[config.mk]
export PLATFORM = sky130hd
export DESIGN_NAME = modbus_rtu_frame_rx
export DESIGN_NICKNAME = d
export VERILOG_FILES = /design/src/rtl/modbus_rtu_frame_rx.sv
export SDC_FILE = /design/constraint.sdc
export NUM_CORES = 1
export LEC_CHECK = 0
export CORE_ASPECT_RATIO = 1.25
export CORE_MARGIN = 2
export CORE_UTILIZATION = 35
export CTS_CLUSTER_SIZE = 16
export DETAILED_ROUTE_END_ITERATION = 16
export PLACE_DENSITY = 0.57
export SLEW_MARGIN = 20
export SYNTH_ARGS = -nofsm -noshare
export SYNTH_HDL_FRONTEND = slang
export SYNTH_SLANG_ARGS = --single-unit
[constraint.sdc]
create_clock -name clk_i -period 3.6 [get_ports clk_i]
set_input_delay 1.08 -clock clk_i [delete_from_list [all_inputs] [get_ports clk_i]]
set_output_delay 1.08 -clock clk_i [all_outputs]
set_load 0.05 [all_outputs]
[src/rtl/modbus_rtu_frame_rx.sv]
// Modbus RTU frame delimiter: t1.5/t3.5 silence framing, running CRC-16/MODBUS, per-byte forwarding.
// Optional MODBUS_ADDR_FILTER_EN: silently absorb frames not addressed to slave_addr_i or broadcast.
module modbus_rtu_frame_rx #(
  parameter int CLK_FREQ   = 50000000,
  parameter int BAUD_RATE  = 115200,
  parameter int T15_CYCLES = (BAUD_RATE > 19200) ? (CLK_FREQ / 4000) * 3
                                                 : ((CLK_FREQ / 2) * 33) / BAUD_RATE,
  parameter int T35_CYCLES = (BAUD_RATE > 19200) ? (CLK_FREQ / 4000) * 7
                                                 : ((CLK_FREQ / 2) * 77) / BAUD_RATE,
  parameter int MAX_LEN    = 256
) (
  input  logic       clk_i,
  input  logic       rst_ni,
  input  logic [7:0] rx_data_i,
  input  logic       rx_done_i,
`ifdef MODBUS_ADDR_FILTER_EN
  input  logic [7:0] slave_addr_i,
`endif
  output logic [7:0] byte_data_o,
  output logic       byte_valid_o,
  output logic [7:0] byte_idx_o,
  output logic       frame_done_o,
  output logic [8:0] frame_len_o,
  output logic       crc_ok_o,
  output logic       frame_err_o,
  output logic       busy_o
);

  localparam int            CW     = $clog2(T35_CYCLES + 1);
  localparam logic [CW-1:0] T15_C  = CW'(T15_CYCLES);
  localparam logic [CW-1:0] T35_C  = CW'(T35_CYCLES);
  localparam logic [8:0]    MAX_C  = 9'(MAX_LEN);

  typedef enum logic [1:0] {S_INIT, S_IDLE, S_RECV, S_DONE} state_t;

  // Reflected 0xA001, LSB first, all eight bits in one step.
  function automatic logic [15:0] crc16_upd(input logic [15:0] crc, input logic [7:0] data);
    logic [15:0] c;
    c = crc ^ {8'h00, data};
    for (int i = 0; i < 8; i++) begin
      c = c[0] ? ((c >> 1) ^ 16'hA001) : (c >> 1);
    end
    return c;
  endfunction

  state_t        state_q, state_d;
  logic [CW-1:0] cnt_q, cnt_d;
  logic [15:0]   crc_q, crc_d;
  logic [8:0]    len_q, len_d;
  logic          gap_q, gap_d, ovf_q, ovf_d, drop_q, drop_d;
  logic [7:0]    byte_data_q, byte_data_d, byte_idx_q, byte_idx_d;
  logic          byte_valid_q, byte_valid_d, frame_done_q, frame_done_d;
  logic [8:0]    frame_len_q, frame_len_d;
  logic          crc_ok_q, crc_ok_d, frame_err_q, frame_err_d, busy_q, busy_d;
  logic          addr_ok_s;

`ifdef MODBUS_ADDR_FILTER_EN
  assign addr_ok_s = (rx_data_i == slave_addr_i) || (rx_data_i == 8'h00);
`else
  assign addr_ok_s = 1'b1;
`endif

  // Next-state, silence counter, CRC and output strobes.
  always_comb begin
    state_d      = state_q;
    crc_d        = crc_q;
    len_d        = len_q;
    gap_d        = gap_q;
    ovf_d        = ovf_q;
    drop_d       = drop_q;
    byte_data_d  = byte_data_q;
    byte_idx_d   = byte_idx_q;
    byte_valid_d = 1'b0;
    frame_done_d = 1'b0;
    frame_len_d  = frame_len_q;
    crc_ok_d     = crc_ok_q;
    frame_err_d  = frame_err_q;
    if (rx_done_i) begin
      cnt_d = {CW{1'b0}};
    end else if (cnt_q == T35_C) begin
      cnt_d = cnt_q;
    end else begin
      cnt_d = cnt_q + {{(CW-1){1'b0}}, 1'b1};
    end
    case (state_q)
      S_INIT: begin
        if (cnt_q == T35_C && !rx_done_i) state_d = S_IDLE;
        else                              state_d = S_INIT;
      end
      // DONE lasts one cycle and behaves like IDLE, so a byte landing there is not lost.
      S_IDLE, S_DONE: begin
        if (rx_done_i) begin
          state_d      = S_RECV;
          crc_d        = crc16_upd(16'hFFFF, rx_data_i);
          len_d        = 9'd1;
          gap_d        = 1'b0;
          ovf_d        = 1'b0;
          drop_d       = !addr_ok_s;
          byte_valid_d = addr_ok_s;
          byte_data_d  = rx_data_i;
          byte_idx_d   = 8'd0;
        end else begin
          state_d = S_IDLE;
        end
      end
      S_RECV: begin
        if (rx_done_i) begin
          crc_d = crc16_upd(crc_q, rx_data_i);
          if (cnt_q > T15_C) gap_d = 1'b1;
          else               gap_d = gap_q;
          if (len_q == MAX_C) begin
            ovf_d = 1'b1;
          end else begin
            len_d        = len_q + 9'd1;
            byte_valid_d = !drop_q;
            byte_data_d  = rx_data_i;
            byte_idx_d   = len_q[7:0];
          end
        end else if (cnt_q == T35_C) begin
          state_d = S_DONE;
          if (!drop_q) begin
            frame_done_d = 1'b1;
            frame_len_d  = len_q;
            crc_ok_d     = (crc_q == 16'h0000) && (len_q >= 9'd4) && !gap_q && !ovf_q;
            frame_err_d  = gap_q || ovf_q || (len_q < 9'd4);
          end else begin
            frame_done_d = 1'b0;
          end
        end else begin
          state_d = S_RECV;
        end
      end
      default: state_d = S_INIT;
    endcase
    busy_d = (state_d == S_RECV);
  end

  // State and registered outputs.
  always_ff @(posedge clk_i or negedge rst_ni) begin
    if (!rst_ni) begin
      state_q      <= S_INIT;
      cnt_q        <= {CW{1'b0}};
      crc_q        <= 16'hFFFF;
      len_q        <= 9'd0;
      gap_q        <= 1'b0;
      ovf_q        <= 1'b0;
      drop_q       <= 1'b0;
      byte_data_q  <= 8'd0;
      byte_idx_q   <= 8'd0;
      byte_valid_q <= 1'b0;
      frame_done_q <= 1'b0;
      frame_len_q  <= 9'd0;
      crc_ok_q     <= 1'b0;
      frame_err_q  <= 1'b0;
      busy_q       <= 1'b0;
    end else begin
      state_q      <= state_d;
      cnt_q        <= cnt_d;
      crc_q        <= crc_d;
      len_q        <= len_d;
      gap_q        <= gap_d;
      ovf_q        <= ovf_d;
      drop_q       <= drop_d;
      byte_data_q  <= byte_data_d;
      byte_idx_q   <= byte_idx_d;
      byte_valid_q <= byte_valid_d;
      frame_done_q <= frame_done_d;
      frame_len_q  <= frame_len_d;
      crc_ok_q     <= crc_ok_d;
      frame_err_q  <= frame_err_d;
      busy_q       <= busy_d;
    end
  end

  assign byte_data_o  = byte_data_q;
  assign byte_valid_o = byte_valid_q;
  assign byte_idx_o   = byte_idx_q;
  assign frame_done_o = frame_done_q;
  assign frame_len_o  = frame_len_q;
  assign crc_ok_o     = crc_ok_q;
  assign frame_err_o  = frame_err_q;
  assign busy_o       = busy_q;

endmodule
# After elaboration in Yosys (flattened, before gate mapping)
# Cells that the tools add are included.
# classes
addsub,2
magnitude_cmp,3
eq_ne,12
muxes,52
bitwise_logic,19
reduce_logical,18
# ops
operator,n
$mux W16,18
$mux W8,6
$not A2 Y3,16
$mux W17,2
$pmux W16 S2,1
$pmux W8 S2,2
$mux W9,3
$pmux W9 S2,1
$add A17 B1 Y17 const B,1
$eq A17 B17 Y1 const B,1
$gt A17 B16 Y1 const B,1
$logic_not A16 Y1,1
$not A8 Y16,1
$xor A16 B8 Y16,1
$mux W1,13
$ne A2 B2 Y1 const B,6
$reduce_and A4 Y1,3
$add A9 B1 Y9 const B,1
$eq A9 B9 Y1 const B,1
$ge A9 B3 Y1 const B,1
$lt A9 B3 Y1 const B,1
$eq A2 B2 Y1 const B,3
$pmux W1 S2,3
$pmux W2 S3,1
10 further kinds,18
# word_totals
reg_bits,76
in_bits,11

# Logic depth before layout (Yosys ltp)
# Gate-level depths: netlist (run 1).
# depth
ltp_word,19
mapped_depth,9
mapped_depth_nobuf,8

# Worst setup path before layout (run 1)
# Ideal clock, no wire load.
# synth_path
path_kind,input to register
from,input rx_data_i[6]
to,register crc_q[15]
arrival_ns,2.479
required_time_ns,3.522
setup_slack_ns,1.043
stages,6
cell_sequence,xnor2_1 xnor2_1 xnor2_1 xor2_1 or3_1 a31o_2
# synth_via
elab_chain_len,12
elab_cells_between_ends,23
cone_classes,mux (19); bitwise (4)
# synth_lines
item,line,source
from (decl),14,"input logic [7:0] rx_data_i,"
$xor A16 B8 Y16 or $not A8 Y16 (tied branches),n/a,
$mux W16 (5 in a row),41,c = c[0] ? ((c >> 1) ^ 16'hA001) : (c >> 1);
$not A2 Y3 (no line),n/a,
$mux W16 (3 in a row),41,
"$mux W16, on equally long branches","107, 92",
$pmux W16 S2 *,85,case (state_q)
to (signal assigned),159,crc_q <= crc_d;
to (decl),48,"logic [15:0] crc_q, crc_d;"
# Every way passes the cells marked *; elsewhere a longest branch is shown, timed or not. The select of a mux whose other input is x is not followed.
# A chain may end at the register's enable or synchronous reset.

# Worst setup path in the final report (run 1)
# layout_path
from,input rx_data_i[3]
to,register crc_q[15]
# layout_via
elab_chain_len,12
elab_cells_between_ends,23
cone_classes,mux (19); bitwise (4)
# layout_lines
item,line
$xor A16 B8 Y16 or $not A8 Y16 (tied branches),n/a
$mux W16 (2 in a row),41
$not A2 Y3 (no line),n/a
$mux W16 (6 in a row),41
"$mux W16, on equally long branches","107, 92"
$pmux W16 S2 *,85
# Marked as above.

==> results.json, run 1 <==
{
  "finalSetupTns_ns": 0,
  "timing.final.ws_setup_ns": 0.600,
  "drtIter0Drc": 119,
  "clock_latency_ns": 0.33,
  "grt_max_degree": 77,
  "mostFrequentLayoutCells": "nand2_1, dfrtp_1, clkdlybuf4s50_1, nor2_1, xor2_1",
  "period_share_pct": 83.3,
  "timing.fmax_ghz": 0.333,
  "cp-end-kind": "flip-flop",
  "rrSetupSlack_ns": 1.07,
  "crit_family": "XOR/XNOR gates",
  "clk_pin_slew_ns": 0.06,
  "cts_tree": "done",
  "met1_length_um": 3850,
  "powerDensity_nw_per_um2": 693,
  "yosys_warnings": 0,
  "cpMaxStageDelayCell": "clkdlybuf4s50_1",
  "worstPathMaxFanout": 4,
  "grt_pass1_wl_um": 14300,
  "met3_length_um": 302,
  "synth-seq-cells": 76,
  "cp_data_arrival_time_ns": 3.26,
  "grt_overflow": 0,
  "antenna_found_initial": 0,
  "htreeDepth": 3,
  "startpoint_type": "input port",
  "cts_root_buf": "clkbuf_16",
  "cp_slowest_stage_delay_ns": 0.56,
  "cts.hold.buffers_added": 0,
  "cp.required_ns": 3.86,
  "rows": 42,
  "clockBufferDepth": 2,
  "drive_gt1_share_pct": 12.9,
  "pre_cts_ws_ns": 0.279,
  "avgSynthCellArea_um2": 9.90,
  "wire_per_inst_um": 15.4,
  "die_h_um": 120,
  "met2_length_um": 4130,
  "ioPinCount": 41,
  "synth.distinct_cells": 42,
  "hold_viol": 0,
  "synth_fp_nets": 393,
  "via_count": 2812,
  "report.final.slew_viol_count": 0,
  "hp-class": "reg2reg",
  "drc": 0,
  "top_layer": "met4",
  "ir_worst_vdd_mv": 0.255,
  "crit_path_cell_trace": "clkdlybuf4s50_1 -> xor2_1 -> xnor2_1 -> xnor2_1 -> xor2_1 -> or3_1 -> a31o_2",
  "io_buffers": 40,
  "crit_buf_inv": 1,
  "fillers": 1042,
  "ant_nets": 0,
  "area_delta_synth_final_pct": 22.0,
  "syn_area_um2": 3740,
  "wl_um": 8460,
  "fin_nets": 428,
  "status": "complete, no violations",
  "grt_pass1_vias": 2830,
  "slew_headroom_pct": 34.6,
  "tightest_slew_ns": 0.974,
  "final_common_cell": "nand2_1",
  "hpwl_um": 5860,
  "diodes": 0,
  "die_w_um": 96.5,
  "cap_viol_max_count": 0,
  "fin_crit_ns": 3.00,
  "crit_type": "in2reg",
  "firstDrtPassIters": 4,
  "synth_seq_area_share_pct": 51.4,
  "rsz0062_at_grt": "no",
  "cts_buffers": 9,
  "setup_viol": 0,
  "grt.total_usage_pct": 16.0,
  "utilization_pct": 43.4,
  "via_per_inst": 5.11,
  "post_cts_buffers": 0,
  "clock_skew_ns": 0.00517,
  "die_area_um2": 11500,
  "core_um2": 10500,
  "cts_resized": 0,
  "p_leak_nw": 1.98,
  "start_util_pct": 35.6,
  "place_congestion": 0.822,
  "syn_inst": 378,
  "cts.sinks": 76
}
==> path summary, 6_finish.rpt <==
kind	from	endpoint	cells after the start
min in group asynchronous	rst_ni	frame_len_o[5]$_DFFE_PN0P_	1
min reg2reg	byte_data_o[0]$_DFFE_PN0P_	byte_data_o[0]$_DFFE_PN0P_	2
max	rx_data_i[3]	crc_q[15]$_DFFE_PN1P_	7
max in group asynchronous	rst_ni	state_q[1]$_DFF_PN0_	1
max reg2reg	len_q[3]$_DFFE_PN0P_	len_q[4]$_DFFE_PN0P_	6
min	byte_data_o[0]$_DFFE_PN0P_	byte_data_o[0]$_DFFE_PN0P_	2
==> tightest hold or removal path: stages, from the launching register on <==
cell and delay (ns):
dfrtp_1 0.34, nand2_1 0.05, nand2_1 0.05
==> kinds of logic (layout without fill, tap and decap cells) <==
| logic type | Yosys count | in the layout | synth area share, % |
|---|---|---|---|
| AOI/OAI and AO/OA | 59 | 59 | 10.5 |
| xor gates and xnor gates | 51 | 51 | 11.9 |
| adders and majority gates | 4 | 4 | 1.34 |
| buffers and inverters | 26 | 66 | 2.67 |
| DFF | 76 | 76 | 51.4 |
| muxes | 12 | 12 | 3.58 |
| and+or+nand+nor | 150 | 150 | 18.6 |
==> sequential cells by signal (all words and copies together), names as in the netlist <==
| register | flops |
|---|---|
| busy_o | 1 |
| byte_data_o | 8 |
| byte_idx_o | 8 |
| byte_valid_o | 1 |
| cnt_q | 17 |
| crc_ok_o | 1 |
| crc_q | 16 |
| frame_done_o | 1 |
| frame_err_o | 1 |
| frame_len_o | 9 |
| gap_q | 1 |
| len_q | 9 |
| ovf_q | 1 |
| state_q | 2 |
==> layout make-up <==
cell class                 instances  area, um2  share of cell area (%)
multi-input combinational        276       1720                    37.7
tap                              132        165                    3.62
clock inverter                     5       58.8                    1.29
sequential                        76       1920                    42.1
inverter                           7       26.3                   0.575
clock buffer                      11        253                    5.54
timing repair buffer              43        420                    9.21
==> metrics by stage <==
step	power, mW	cell area [um2]	hold slack [ns]	std cells
global route	3.36	4570	0.508	550
CTS	3.20	4570	0.482	550
floorplan	1.98	3740	0.463	378
finish	3.16	4570	0.473	550
detailed placement	2.25	4250	0.466	534
global placement	2.23	4250	0.464	534
==> Yosys cell counts <==
cell type,n,share of area [%]
nand2_1,62,6.2
dfrtp_1,60,40
nor2_1,36,3.6
xor2_1,26,6.1
xnor2_1,25,5.9
clkbuf_1,17,1.7
dfstp_2,16,11
a21oi_1,14,1.9
o21ai_0,14,1.9
nand4_1,12,2.0
mux2_2,11,3.3
and3_1,7,1.2
a22o_1,6,1.4
inv_1,6,0.60
nor3_1,6,0.80
nor4_1,6,1.0
o22ai_1,6,1.0
nand3_1,5,0.67
a21o_1,4,0.80
and2_1,4,0.67
ha_1,4,1.3
o21ai_1,3,0.40
or2_2,3,0.50
or3_1,3,0.50
and4_1,2,0.47
buf_2,2,0.27
o21a_1,2,0.40
o31ai_1,2,0.40
a2111oi_0,1,0.23
a311o_1,1,0.27
a311oi_1,1,0.23
a31o_2,1,0.23
a31oi_1,1,0.17
a32o_1,1,0.27
inv_2,1,0.10
mux2i_1,1,0.27
nor2b_1,1,0.17
nor4b_1,1,0.23
nor4bb_1,1,0.27
o311ai_0,1,0.23
o41ai_4,1,0.74
or4_4,1,0.30
==> layer usage <==
metal,vias to the layer above,global-route usage (%)
met3,12,3.45
met1,1376,21.3
met5,-,0
met2,56,25.3
li1,1368,-
met4,0,6.25
==> report_power, final <==
| part | total, mW | internal, mW | switching [mW] |
|---|---|---|---|
| clock | 0.928 | 0.576 | 0.352 |
| combinational | 0.972 | 0.428 | 0.544 |
| sequential | 1.26 | 1.07 | 0.189 |
Power figures use the tool's default switching activity.
==> inputs of run 2 (changes only) <==
--- a/config.mk
+++ b/config.mk
@@ -10,7 +10,7 @@
 export CORE_UTILIZATION = 35
 export CTS_CLUSTER_SIZE = 16
 export DETAILED_ROUTE_END_ITERATION = 16
-export PLACE_DENSITY = 0.57
+export PLACE_DENSITY = 0.59
 export SLEW_MARGIN = 20
 export SYNTH_ARGS = -nofsm -noshare
 export SYNTH_HDL_FRONTEND = slang
==> constraint.sdc (replaced) <==
create_clock -name clk_i -period 2.7 [get_ports clk_i]
set_input_delay 0.81 -clock clk_i [delete_from_list [all_inputs] [get_ports clk_i]]
set_output_delay 0.81 -clock clk_i [all_outputs]
set_load 0.05 [all_outputs]
==> results.json, run 2 (synthesized netlist as in run 1, its figures left out) <==
{
  "core_um2": 10500,
  "utilization_pct": 44.8,
  "largest_reg_flops": 17,
  "r2r_end": "len_q[5]$_DFFE_PN0P_",
  "io_buffers": 40,
  "diodes": 0,
  "dpl_cell_area_um2": 4440,
  "startpoint_type": "input port",
  "hold_viol": 0,
  "powerDensity_nw_per_um2": 870,
  "drive_gt1_share_pct": 17.2,
  "fin_crit_ns": 2.38,
  "clock_latency_ns": 0.33,
  "setup_viol": 0,
  "antenna_found_initial": 0,
  "clock_skew_ns": 0.00454,
  "rsz0062_at_grt": "no",
  "r2r_start": "len_q[3]$_DFFE_PN0P_",
  "crit_type": "in2reg",
  "die_w_um": 96.5,
  "largest-register": "cnt_q",
  "worstSetupStartpoint": "rx_data_i[3]",
  "rows": 42,
  "timing.fmax_ghz": 0.420,
  "grt_pass1_wl_um": 13900,
  "timing.final.ws_setup_ns": 0.321,
  "power_mw": 4.10,
  "via_per_inst": 5.03,
  "cp_slowest_stage_delay_ns": 0.54,
  "die_area_um2": 11500,
  "cp.required_ns": 2.96,
  "multiInputGateArea_um2": 1720,
  "finalSetupTns_ns": 0,
  "rrSetupSlack_ns": 0.52,
  "cts.sinks": 76,
  "worstPathMaxFanout": 3,
  "cp-end-kind": "flip-flop",
  "area_delta_synth_final_pct": 25.8,
  "grt_max_degree": 40,
  "drtIter0Drc": 99,
  "ioPinCount": 41,
  "report.final.slew_viol_count": 0,
  "pre_cts_ws_ns": -0.0423,
  "p_leak_nw": 2.07,
  "grt_pass1_vias": 2794,
  "start_util_pct": 35.6,
  "status": "complete, no violations",
  "hpwl_um": 6030,
  "endpoint": "crc_q[15]$_DFFE_PN1P_",
  "period_share_pct": 88.1,
  "slew_headroom_pct": 61.1,
  "ir_worst_vdd_mv": 0.384,
  "cts.hold.buffers_added": 0,
  "drc": 0,
  "wl_um": 8350,
  "cts_resized": 0,
  "final_common_cell": "nand2_1",
  "fin_nets": 451,
  "place_congestion": 0.829,
  "clk_pin_slew_ns": 0.06,
  "grt.total_usage_pct": 15.8,
  "clockBufferDepth": 2,
  "final_cell_area_um2": 4710,
  "reg_top3": "cnt_q x17, crc_q x16",
  "fillers": 1029,
  "ant_nets": 0,
  "mostFrequentLayoutCells": "nand2_1, dfrtp_1, clkdlybuf4s50_1, nor2_1",
  "post_cts_buffers": 0,
  "firstDrtPassIters": 4,
  "cpMaxStageDelayCell": "clkdlybuf4s50_1",
  "cts_root_buf": "clkbuf_16",
  "seq_area_um2": 1920,
  "htreeDepth": 3,
  "tightest_slew_ns": 0.581,
  "cts_buffers": 9,
  "cts_tree": "done",
  "cap_viol_max_count": 0,
  "crit_path_cell_trace": "clkdlybuf4s50_1 -> xor2_1 -> xnor2_1 -> xnor2_1 -> xor2_1 -> or3_1 -> a31o_2",
  "cp_data_arrival_time_ns": 2.64,
  "via_count": 2881,
  "hp-class": "in2async",
  "grt_overflow": 0,
  "wire_per_inst_um": 14.6,
  "die_h_um": 120,
  "rr_worst_depth": 7
}
-- run 2: area by class of cell --
cell class              count  share of cell area [%]
clock buffers              10                    4.86
clock inverters             6                   0.877
inverters                   7                   0.558
multi-input cells         276                    36.5
flip-flops and latches     76                    40.8
well taps                 132                    3.51
repair buffers             66                    12.9
-- run 2: worst min path at each step --
stage	endpoint	depth (start not counted)
finish	frame_len_o[5]$_DFFE_PN0P_	1
global placement	byte_idx_o[4]$_DFFE_PN0P_	2
floorplan	ovf_q$_DFFE_PN0P_	2
global route	len_q[4]$_DFFE_PN0P_	1
CTS	len_q[4]$_DFFE_PN0P_	1
detailed placement	byte_data_o[2]$_DFFE_PN0P_	2
-- run 2: critical path, delay by kind of cell --
kind	cells	cell delay [ns]
xor gates and xnor gates	4	0.69
buffers and inverters	1	0.54
and+or+nand+nor	1	0.35
AOI/OAI and AO/OA	1	0.23
-- run 2: power breakdown --
| group | switching [mW] | internal (mW) |
|---|---|---|
| registers | 0.243 | 1.43 |
| logic | 0.717 | 0.614 |
| clock network | 0.475 | 0.620 |
| total | 1.43 | 2.66 |
-- run 2: stage by stage --
step                      hold WS [ns]  instances
after global routing             0.478        573
after global placement           0.461        557
after detailed placement         0.462        557
final                            0.438        573
after floorplan                  0.463        378
after CTS                        0.453        573
-- run 2: per-layer routing --
metal | part of all wire [%] | global-route usage (%) | vias to the layer above
met4 | 2.1 | 6.69 | 0
li1 | - | - | 1422
met2 | 47 | 23.9 | 60
met5 | 0 | 0 | -
met1 | 48 | 21.9 | 1387
met3 | 3.4 | 3.52 | 12
